--- src/rtl/fp_pkg.sv ---
// Shared definitions for the FP adder result path.
// Holds the field layout of the 37-bit internal sum word, IEEE special
// encodings and the normalizer/packer state encoding.
package fp_pkg;

  localparam int SIGN_BIT   = 36;
  localparam int EXP_MSB    = 35;
  localparam int EXP_LSB    = 28;
  localparam int CARRY_BIT  = 27;
  localparam int HIDDEN_BIT = 26;
  localparam int GRS_W      = 3;
  localparam int MAG_W      = 28;

  localparam logic [7:0]  EXP_MAX   = 8'hFF;
  localparam logic [22:0] QNAN_FRAC = 23'h400000;

  typedef enum logic [1:0] {
    IDLE  = 2'd0,
    NORM  = 2'd1,
    ROUND = 2'd2,
    DONE  = 2'd3
  } state_t;

endpackage

--- src/rtl/fp_lzc.sv ---
// Leading-zero counter for the 28-bit magnitude {carry, hidden, frac, G, R, S}.
// Ports:
//   i_data  [27:0]  magnitude to scan
//   o_count [4:0]   number of leading zeros (28 when i_data is zero)
module fp_lzc (
  input  logic [27:0] i_data,
  output logic [4:0]  o_count
);

  // Scanning upward lets the highest set bit overwrite earlier hits.
  always_comb begin
    o_count = 5'd28;
    for (int i = 0; i < 28; i++) begin
      if (i_data[i]) o_count = 5'(27 - i);
    end
  end

endmodule

--- src/rtl/fp_norm_pack.sv ---
// Result-side normalizer / round-to-nearest-even / IEEE-754 single packer.
// Build option: FP_PACK_FAST_LZC_EN selects a one-cycle LZC + barrel-shift
// normalizer; otherwise normalization shifts one bit per cycle.
// Ports:
//   clk, rst_n            clock (rising edge), async active-low reset
//   in_valid/in_ready     input handshake; ready only while idle
//   in_data  [36:0]       {sign, exp[7:0], carry, hidden, frac[22:0], G, R, S}
//   out_valid/out_ready   output handshake; result held until accepted
//   out_data [31:0]       packed IEEE single
//   out_ovf               result overflowed to infinity
//   out_inexact           any of G/R/S set after normalization
module fp_norm_pack
  import fp_pkg::*;
(
  input  logic        clk,
  input  logic        rst_n,
  input  logic        in_valid,
  output logic        in_ready,
  input  logic [36:0] in_data,
  output logic        out_valid,
  input  logic        out_ready,
  output logic [31:0] out_data,
  output logic        out_ovf,
  output logic        out_inexact
);

  state_t      r_state;
  logic        r_sign;
  logic [8:0]  r_exp;   // one spare bit so carry renormalization past 0xFE is visible
  logic [27:0] r_mag;
  logic [31:0] r_out_data;
  logic        r_out_ovf;
  logic        r_out_inexact;

  logic [27:0] w_norm_mag;
  logic [8:0]  w_norm_exp;
  logic        w_norm_done;
  logic [32:0] w_round;
  logic [7:0]  w_in_exp;

  assign w_in_exp = in_data[EXP_MSB:EXP_LSB];

  // Returns {ovf, packed word}. A result whose hidden bit is still clear is
  // subnormal (or zero) and packs with exponent 0.
  function automatic logic [32:0] round_pack(input logic s, input logic [8:0] e,
                                             input logic [27:0] m);
    logic        up;
    logic [24:0] sum;
    logic [8:0]  er;
    logic [22:0] fr;
    logic        hid;
    up  = m[2] & (m[1] | m[0] | m[3]);
    sum = {1'b0, m[26:3]} + {24'd0, up};
    if (sum[24]) begin
      er  = e + 9'd1;
      fr  = sum[23:1];
      hid = 1'b1;
    end else begin
      er  = e;
      fr  = sum[22:0];
      hid = sum[23];
    end
    if (!hid) er = 9'd0;
    if (er >= 9'h0FF) round_pack = {1'b1, s, EXP_MAX, 23'd0};
    else              round_pack = {1'b0, s, er[7:0], fr};
  endfunction

  assign w_round = round_pack(r_sign, r_exp, r_mag);

`ifdef FP_PACK_FAST_LZC_EN
  logic [4:0] w_lz;
  logic [8:0] w_sh_want;
  logic [8:0] w_room;
  logic [8:0] w_sh;

  fp_lzc u_lzc (
    .i_data  (r_mag),
    .o_count (w_lz)
  );

  // Left shift brings the leading one to the hidden position (lz == 1), but
  // never pushes the exponent below 1; the remainder stays subnormal.
  assign w_sh_want = {4'd0, w_lz} - 9'd1;
  assign w_room    = r_exp - 9'd1;
  assign w_sh      = (w_sh_want < w_room) ? w_sh_want : w_room;

  always_comb begin
    w_norm_mag  = r_mag;
    w_norm_exp  = r_exp;
    w_norm_done = 1'b1;
    if (r_mag == 28'd0) begin
      w_norm_exp = 9'd0;
    end else if (r_mag[CARRY_BIT]) begin
      w_norm_mag = {1'b0, r_mag[27:2], r_mag[1] | r_mag[0]};
      w_norm_exp = r_exp + 9'd1;
    end else begin
      w_norm_mag = r_mag << w_sh;
      w_norm_exp = r_exp - w_sh;
    end
  end
`else
  always_comb begin
    w_norm_mag  = r_mag;
    w_norm_exp  = r_exp;
    w_norm_done = 1'b0;
    if (r_mag == 28'd0) begin
      w_norm_exp  = 9'd0;
      w_norm_done = 1'b1;
    end else if (r_mag[CARRY_BIT]) begin
      // Bit shifted out is folded into sticky.
      w_norm_mag = {1'b0, r_mag[27:2], r_mag[1] | r_mag[0]};
      w_norm_exp = r_exp + 9'd1;
    end else if (!r_mag[HIDDEN_BIT] && (r_exp > 9'd1)) begin
      w_norm_mag = r_mag << 1;
      w_norm_exp = r_exp - 9'd1;
    end else begin
      w_norm_done = 1'b1;
    end
  end
`endif

  always_ff @(posedge clk or negedge rst_n) begin
    if (!rst_n) begin
      r_state       <= IDLE;
      r_out_data    <= 32'd0;
      r_out_ovf     <= 1'b0;
      r_out_inexact <= 1'b0;
    end else begin
      case (r_state)
        IDLE: begin
          if (in_valid) begin
            if (w_in_exp == EXP_MAX) begin
              r_state       <= DONE;
              r_out_data    <= {in_data[SIGN_BIT], EXP_MAX,
                                (|in_data[25:0]) ? QNAN_FRAC : 23'd0};
              r_out_ovf     <= 1'b0;
              r_out_inexact <= 1'b0;
            end else begin
              r_state <= NORM;
            end
          end
        end
        NORM: if (w_norm_done) r_state <= ROUND;
        ROUND: begin
          r_state       <= DONE;
          r_out_ovf     <= w_round[32];
          r_out_data    <= w_round[31:0];
          r_out_inexact <= |r_mag[GRS_W-1:0];
        end
        DONE: if (out_ready) r_state <= IDLE;
        default: r_state <= IDLE;
      endcase
    end
  end

  // Working datapath registers carry no reset; control qualifies their use.
  always_ff @(posedge clk) begin
    if (r_state == IDLE && in_valid) begin
      r_sign <= in_data[SIGN_BIT];
      r_exp  <= (w_in_exp == 8'd0) ? 9'd1 : {1'b0, w_in_exp};
      r_mag  <= in_data[27:0];
    end else if (r_state == NORM) begin
      r_mag <= w_norm_mag;
      r_exp <= w_norm_exp;
    end
  end

  assign in_ready    = (r_state == IDLE);
  assign out_valid   = (r_state == DONE);
  assign out_data    = r_out_data;
  assign out_ovf     = r_out_ovf;
  assign out_inexact = r_out_inexact;

endmodule
--- config.mk ---
export PLATFORM = sky130hd
export DESIGN_NAME = fp_norm_pack
export DESIGN_NICKNAME = d
export VERILOG_FILES = /design/src/rtl/fp_pkg.sv /design/src/rtl/fp_lzc.sv /design/src/rtl/fp_norm_pack.sv
export SDC_FILE = /design/constraint.sdc
export NUM_CORES = 1
export LEC_CHECK = 0
export CORE_MARGIN = 5
export CORE_UTILIZATION = 56
export CTS_BUF_LIST = sky130_fd_sc_hd__clkbuf_8
export CTS_CLUSTER_SIZE = 24
export DETAILED_ROUTE_END_ITERATION = 12
export GPL_ROUTABILITY_DRIVEN = 0
export PLACE_DENSITY = 0.92
export SLEW_MARGIN = 40
export SYNTH_ARGS = -nofsm -noshare
export SYNTH_HDL_FRONTEND = slang
export SYNTH_HIERARCHICAL = 1
export SYNTH_SLANG_ARGS = --single-unit
--- constraint.sdc ---
create_clock -name clk -period 4.95 [get_ports clk]
set_input_delay 0.495 -clock clk [delete_from_list [all_inputs] [get_ports clk]]
set_output_delay 0.495 -clock clk [all_outputs]
set_load 0.03 [all_outputs]
; After elaboration in Yosys (flattened, before gate mapping)
; Index checks and enable logic that the tools add are counted.
[word_totals]
in_bits = 41
ff_bits = 74
output_inout_bits = 36
[classes]
add_sub_neg = 3
n_mux = 32
n_reduce_logical = 17
eq_ne = 9
magnitude_cmp = 2
bitwise = 3
[op_table]
columns = operator, n
row1 = $mux 28, 5
row2 = $mux 32, 2
row3 = $pmux 32 s2, 1
row4 = $mux 9, 7
row5 = $mux 23, 2
row6 = $mux 33, 1
row7 = $logic_not 28->1, 1
row8 = $reduce_or 26->1, 1
row9 = $add 24x1->25, 1
row10 = $add 9x1->9 const B, 1
row11 = $ge 9x8->1 const B, 1
row12 = $gt 9x1->1 const B, 1
row13 = $reduce_and 3->1, 3
row14 = $sub 9x1->9 const B, 1
row15 = $eq 8x8->1 const B, 1
row16 = $logic_not 8->1, 1
row17 = $mux 2, 4
row18 = $mux 8, 1
row19 = $pmux 2 s4, 1
row20 = $mux 1, 6
row21 = $ne 2x1->1 const B, 3
row22 = $eq 2x2->1 const B, 2
row23 = $ne 2x2->1 const B, 2
row24 = $pmux 1 s2, 2
row25 = 11 further kinds, 15

; Logic depth before layout (Yosys ltp)
[depth]
ltp_word = 9
depth_mapped = 10
mapped_depth_nobuf = 8

; Least setup slack after synthesis
; OpenSTA, ideal clock, no wires.
[synth_path]
kind = flip-flop to flip-flop
startpoint = reg r_exp[1]
endpoint = reg r_mag[0] (enable)
stages_incl_launch_ff = 7
arrival_time_ns = 3.276
setup_slack_ns = 1.226
period_less_slack_ns = 3.724
path_buffers = 0
cell_sequence = edfxtp_1 inv_1 ha_1 o21bai_1 a31oi_1 nor2_1 o21ai_0
[synth_via]
elab_chain_cells = 4
[synth_rtl]
columns = element, line_no
row1 = "start, declared", fp_norm_pack.sv:29  ; logic [8:0] r_exp;
row2 = "start signal, assigned", fp_norm_pack.sv:160  ; r_exp <= (w_in_exp == 8'd0) ? 9'd1 : {1'b0, w_in_exp};
row3 = "start signal, assigned", fp_norm_pack.sv:164  ; r_exp <= w_norm_exp;
row4 = $gt 9x1->1, fp_norm_pack.sv:113  ; end else if (!r_mag[HIDDEN_BIT] && (r_exp > 9'd1)) begin
row5 = $logic_and 1x1->1, fp_norm_pack.sv:113
row6 = $reduce_bool 3->1 (no line), -
row7 = $reduce_and 3->1 (no line), -
row8 = "end signal, assigned", fp_norm_pack.sv:161  ; r_mag <= in_data[27:0];
row9 = "end signal, assigned", fp_norm_pack.sv:163  ; r_mag <= w_norm_mag;
row10 = "end, declared", fp_norm_pack.sv:30  ; logic [27:0] r_mag;
; Every way passes these cells.
; A chain may end at the register's enable or synchronous reset.

; Worst setup path in the final report
[layout_path]
startpoint = reg r_mag[2]
endpoint = reg r_out_data[1] (netlist: out_data[1])
[layout_via]
elab_chain_cells = 7
[layout_rtl]
columns = element, line_no
row1 = $and 1x1->1 *, fp_norm_pack.sv:52  ; up = m[2] & (m[1] | m[0] | m[3]);
row2 = $add 24x1->25 *, fp_norm_pack.sv:53  ; sum = {1'b0, m[26:3]} + {24'd0, up};
row3 = $mux 9 or $mux 1 (tied branches), fp_norm_pack.sv:54  ; if (sum[24]) begin
row4 = $mux 9, fp_norm_pack.sv:63  ; if (!hid) er = 9'd0;
row5 = $ge 9x8->1, fp_norm_pack.sv:64  ; if (er >= 9'h0FF) round_pack = {1'b1, s, EXP_MAX, 23'd0};
row6 = $mux 33 *, fp_norm_pack.sv:64
row7 = $pmux 32 s2 *, fp_norm_pack.sv:129  ; case (r_state)
row8 = "end signal, assigned", fp_norm_pack.sv:134  ; r_out_data <= {in_data[SIGN_BIT], EXP_MAX,
row9 = "end signal, assigned", fp_norm_pack.sv:147  ; r_out_data <= w_round[31:0];
row10 = "end, declared", fp_norm_pack.sv:31  ; logic [31:0] r_out_data;
; Every way passes the cells marked *; elsewhere a longest branch is shown, timed or not.

==> results.cfg <==
[layout]
diodes = 0
fin_nets = 637
area.growth.synth_to_final_pct = 18.2
nFillCells = 653
drive_gt1_share_pct = 8.59

[hold_path]
min_path_cells = 2
hold_path.class = register to register
hold_path.startpoint = out_data[0]$_DFFE_PN0P_
min_to = out_data[0]$_DFFE_PN0P_

[flow_run]
maxCapViolations = 0

[global_route]
grt.overflow.total = 0
grt_pass1_wl_um = 20100
grt_max_degree = 70
grt_pass1_vias = 4115
antenna_found_initial = 0
grtUsageTotal_pct = 24.0

[clock_network]
clk_pin_slew_ns = 0.08
hold_buffers = 0
cts_buffer_depth = 2
cts_tree = built
cts.sinks = 74
post-cts-setup-buffer-count = 0
cts_resized = 0
clock_latency_ns = 0.36
cts_buffers = 9
cts_root_buffer = clkbuf_8
htree_levels = 3

[synthesis]
synthesis.nets = 591
ys_seq_area_share_pct = 41.9
yosys.cell_types.count = 57
synth_commonest_cells = nand2_1 (79), a21oi_1 (43), o21ai_0 (41)
ys.flop_type = edfxtp_1
synth_area_per_cell_um2 = 8.98
synth_simple_gate_area_share_pct = 23.2
syn_inst = 543
post-synth-top-count-cell = nand2_1
ys_async_sr_fraction_pct = 48.6
ys_warn_count = 6
synth_fa_ha_area_share_pct = 1.80
synth_xor_area_share_pct = 5.93
ys_ff_latch = 74
synthDominantCellAreaShare_pct = 23.4
netlist_area_um2 = 4880
synth_edf_count = 38
synthTopCellsByArea = edfxtp_1 (23%), dfrtp_1 (18%), nand2_1 (6.1%), a21oi_1 (4.4%), o31ai_2 (4.4%)
synth_compound_area_share_pct = 20.0
synth_top_family_by_area = simple AND/OR/NAND/NOR gates
synth.largest_area_cell = edfxtp_1
synthMuxAreaShare_pct = 1.26

[setup_path]
ff2ff_setup_slack_ns = 1.71
critPathSlowestCell = or4_1
cp.arrival_ns = 3.46
rr_worst_depth = 7
max_stage_delay_ns = 0.70
end_kind = register
cp_cell_sequence = nand4_2 -> or4_1 -> nor2_1 -> a21oi_1 -> a211oi_4 -> buf_4 -> o31ai_1
crit_family = simple AND/OR/NAND/NOR gates
crit-reg2reg-launch = r_mag[2]$_DFFE_PP_
startpoint_type = register
path_buf_inv = 1
rr_endpoint = out_data[1]$_DFFE_PN0P_
crit_fanout = 23
critical_path_required_ns = 5.17
crit_type = register to register

[routing]
dr.pass1.iters = 5
routed_wl_um = 12600
drt-vias-per-instance = 6.34
wl_per_cell_um = 17.9
drc = 0
vias = 4453
detail-route-antenna-nets = 0
drt_iter0_markers = 697

[floorplan]
dieArea_um2 = 10700
num_rows = 34
pin_count = 77
die_w_um = 103
dieHeight_um = 103
core_um2 = 8590
initial_core_util_pct = 56.8

[pwr]
power_leakage_nw = 2.12
ir_worst_vdd_mv = 0.363
power_w = 0.00384
pwr_density_cell_nw_per_um2 = 665

[outcome]
status = finished clean

[placement]
post-place-ws_ns = 1.75
portBuffers = 76
dp_hpwl_um = 9090

[sta]
holdWs_ns = 0.484
fin_ws_ns = 1.71
fin_tns_setup_ns = 0
fmax_mhz = 309
hold_viol = 0
finalCriticalPeriod_ns = 3.24
worst_pin_slew_ns = 0.796
grt_setup_unrepaired = no
slew_headroom_pct = 47.0
period_share_pct = 65.4
finalSetupViolations = 0
slew_viol_final = 0
skew_ns = 0.0140
==> kinds of logic after synthesis <==
| kind of cell | count (synthesis) |
|---|---|
| and+or+nand+nor | 221 |
| AOI/OAI and AO/OA | 142 |
| DFF | 74 |
| buffers and inverters | 60 |
| xor gates and xnor gates | 33 |
| adders and majority gates | 7 |
| muxes | 6 |
==> cells in the final DEF (no fill, tap or decap), drive strengths merged, types with 21 or more instances in the layout <==
| cell | instances |
|---|---|
| nand2 | 79 |
| edfxtp | 38 |
| nor4 | 22 |
| nand3 | 21 |
| clkdlybuf4s50 | 76 |
| o31ai | 28 |
| nor2 | 26 |
| o21ai | 43 |
| dfrtp | 36 |
| and3 | 29 |
| a21oi | 43 |
==> registers in the layout, summed over array words and instances, names as in the netlist <==
signal and cells:
r_state 2, out_inexact 1, out_ovf 1, r_sign 1, r_exp 9, out_data 32
r_mag 28
==> worst reg2reg max path, cell delays in order, from the launching register on <==
cell	delay, ns
edfxtp_1	0.53
nand4_2	0.22
or4_1	0.70
nor2_1	0.65
a21oi_1	0.26
a211oi_4	0.25
buf_4	0.36
o31ai_1	0.13
==> metal layers <==
| layer | vias up | global-route usage, % | wire length [um] |
|---|---|---|---|
| li1 | 2084 | - | - |
| met1 | 2059 | 33.6 | 5030 |
| met2 | 270 | 37.8 | 5950 |
| met3 | 40 | 3.55 | 1200 |
| met4 | 0 | 9.36 | 382 |
| met5 | - | 0 | 0 |
==> cell type report <==
class / count / area (um^2) / area share [%]
Multi-Input combinational cell: 409 / 2550 / 44.2
Sequential cell: 74 / 2040 / 35.4
Timing Repair Buffer: 84 / 821 / 14.2
Tap cell: 108 / 135 / 2.34
Clock buffer: 9 / 124 / 2.15
Clock inverter: 7 / 51.3 / 0.890
Inverter: 11 / 41.3 / 0.716
==> report_power, final <==
part / switching (W) / total, W / internal (W) / leakage, nW
Clock: 0.000245 / 0.000431 / 0.000185 / 0.0943
Combinational: 0.00115 / 0.00189 / 0.000749 / 1.20
Sequential: 0.000438 / 0.00151 / 0.00107 / 0.823
Total: 0.00183 / 0.00384 / 0.00201 / 2.12
==> worst max-delay path by stage <==
stage | slack, ns | start | endpoint | cells past startpoint
2_1_floorplan | 1.23 | r_exp[1]$_DFFE_PP_ | r_mag[0]$_DFFE_PP_ | 6
3_3_place_gp | 1.88 | r_mag[2]$_DFFE_PP_ | out_data[0]$_DFFE_PN0P_ | 7
3_5_place_dp | 1.75 | r_mag[2]$_DFFE_PP_ | out_data[1]$_DFFE_PN0P_ | 7
4_1_cts | 1.77 | r_mag[2]$_DFFE_PP_ | out_data[1]$_DFFE_PN0P_ | 7
5_1_grt | 1.48 | r_mag[2]$_DFFE_PP_ | out_data[22]$_DFFE_PN0P_ | 7
6_report | 1.71 | r_mag[2]$_DFFE_PP_ | out_data[1]$_DFFE_PN0P_ | 7
==> through the flow <==
stage,area [um^2],utilization [%],std cells
3_3_place_gp,5590,65.0,686
6_report,5760,67.1,702
5_1_grt,5760,67.1,702
3_5_place_dp,5590,65.0,686
4_1_cts,5760,67.1,702
2_1_floorplan,4880,-,543
Note: power is estimated with default switching activity, not from simulation.
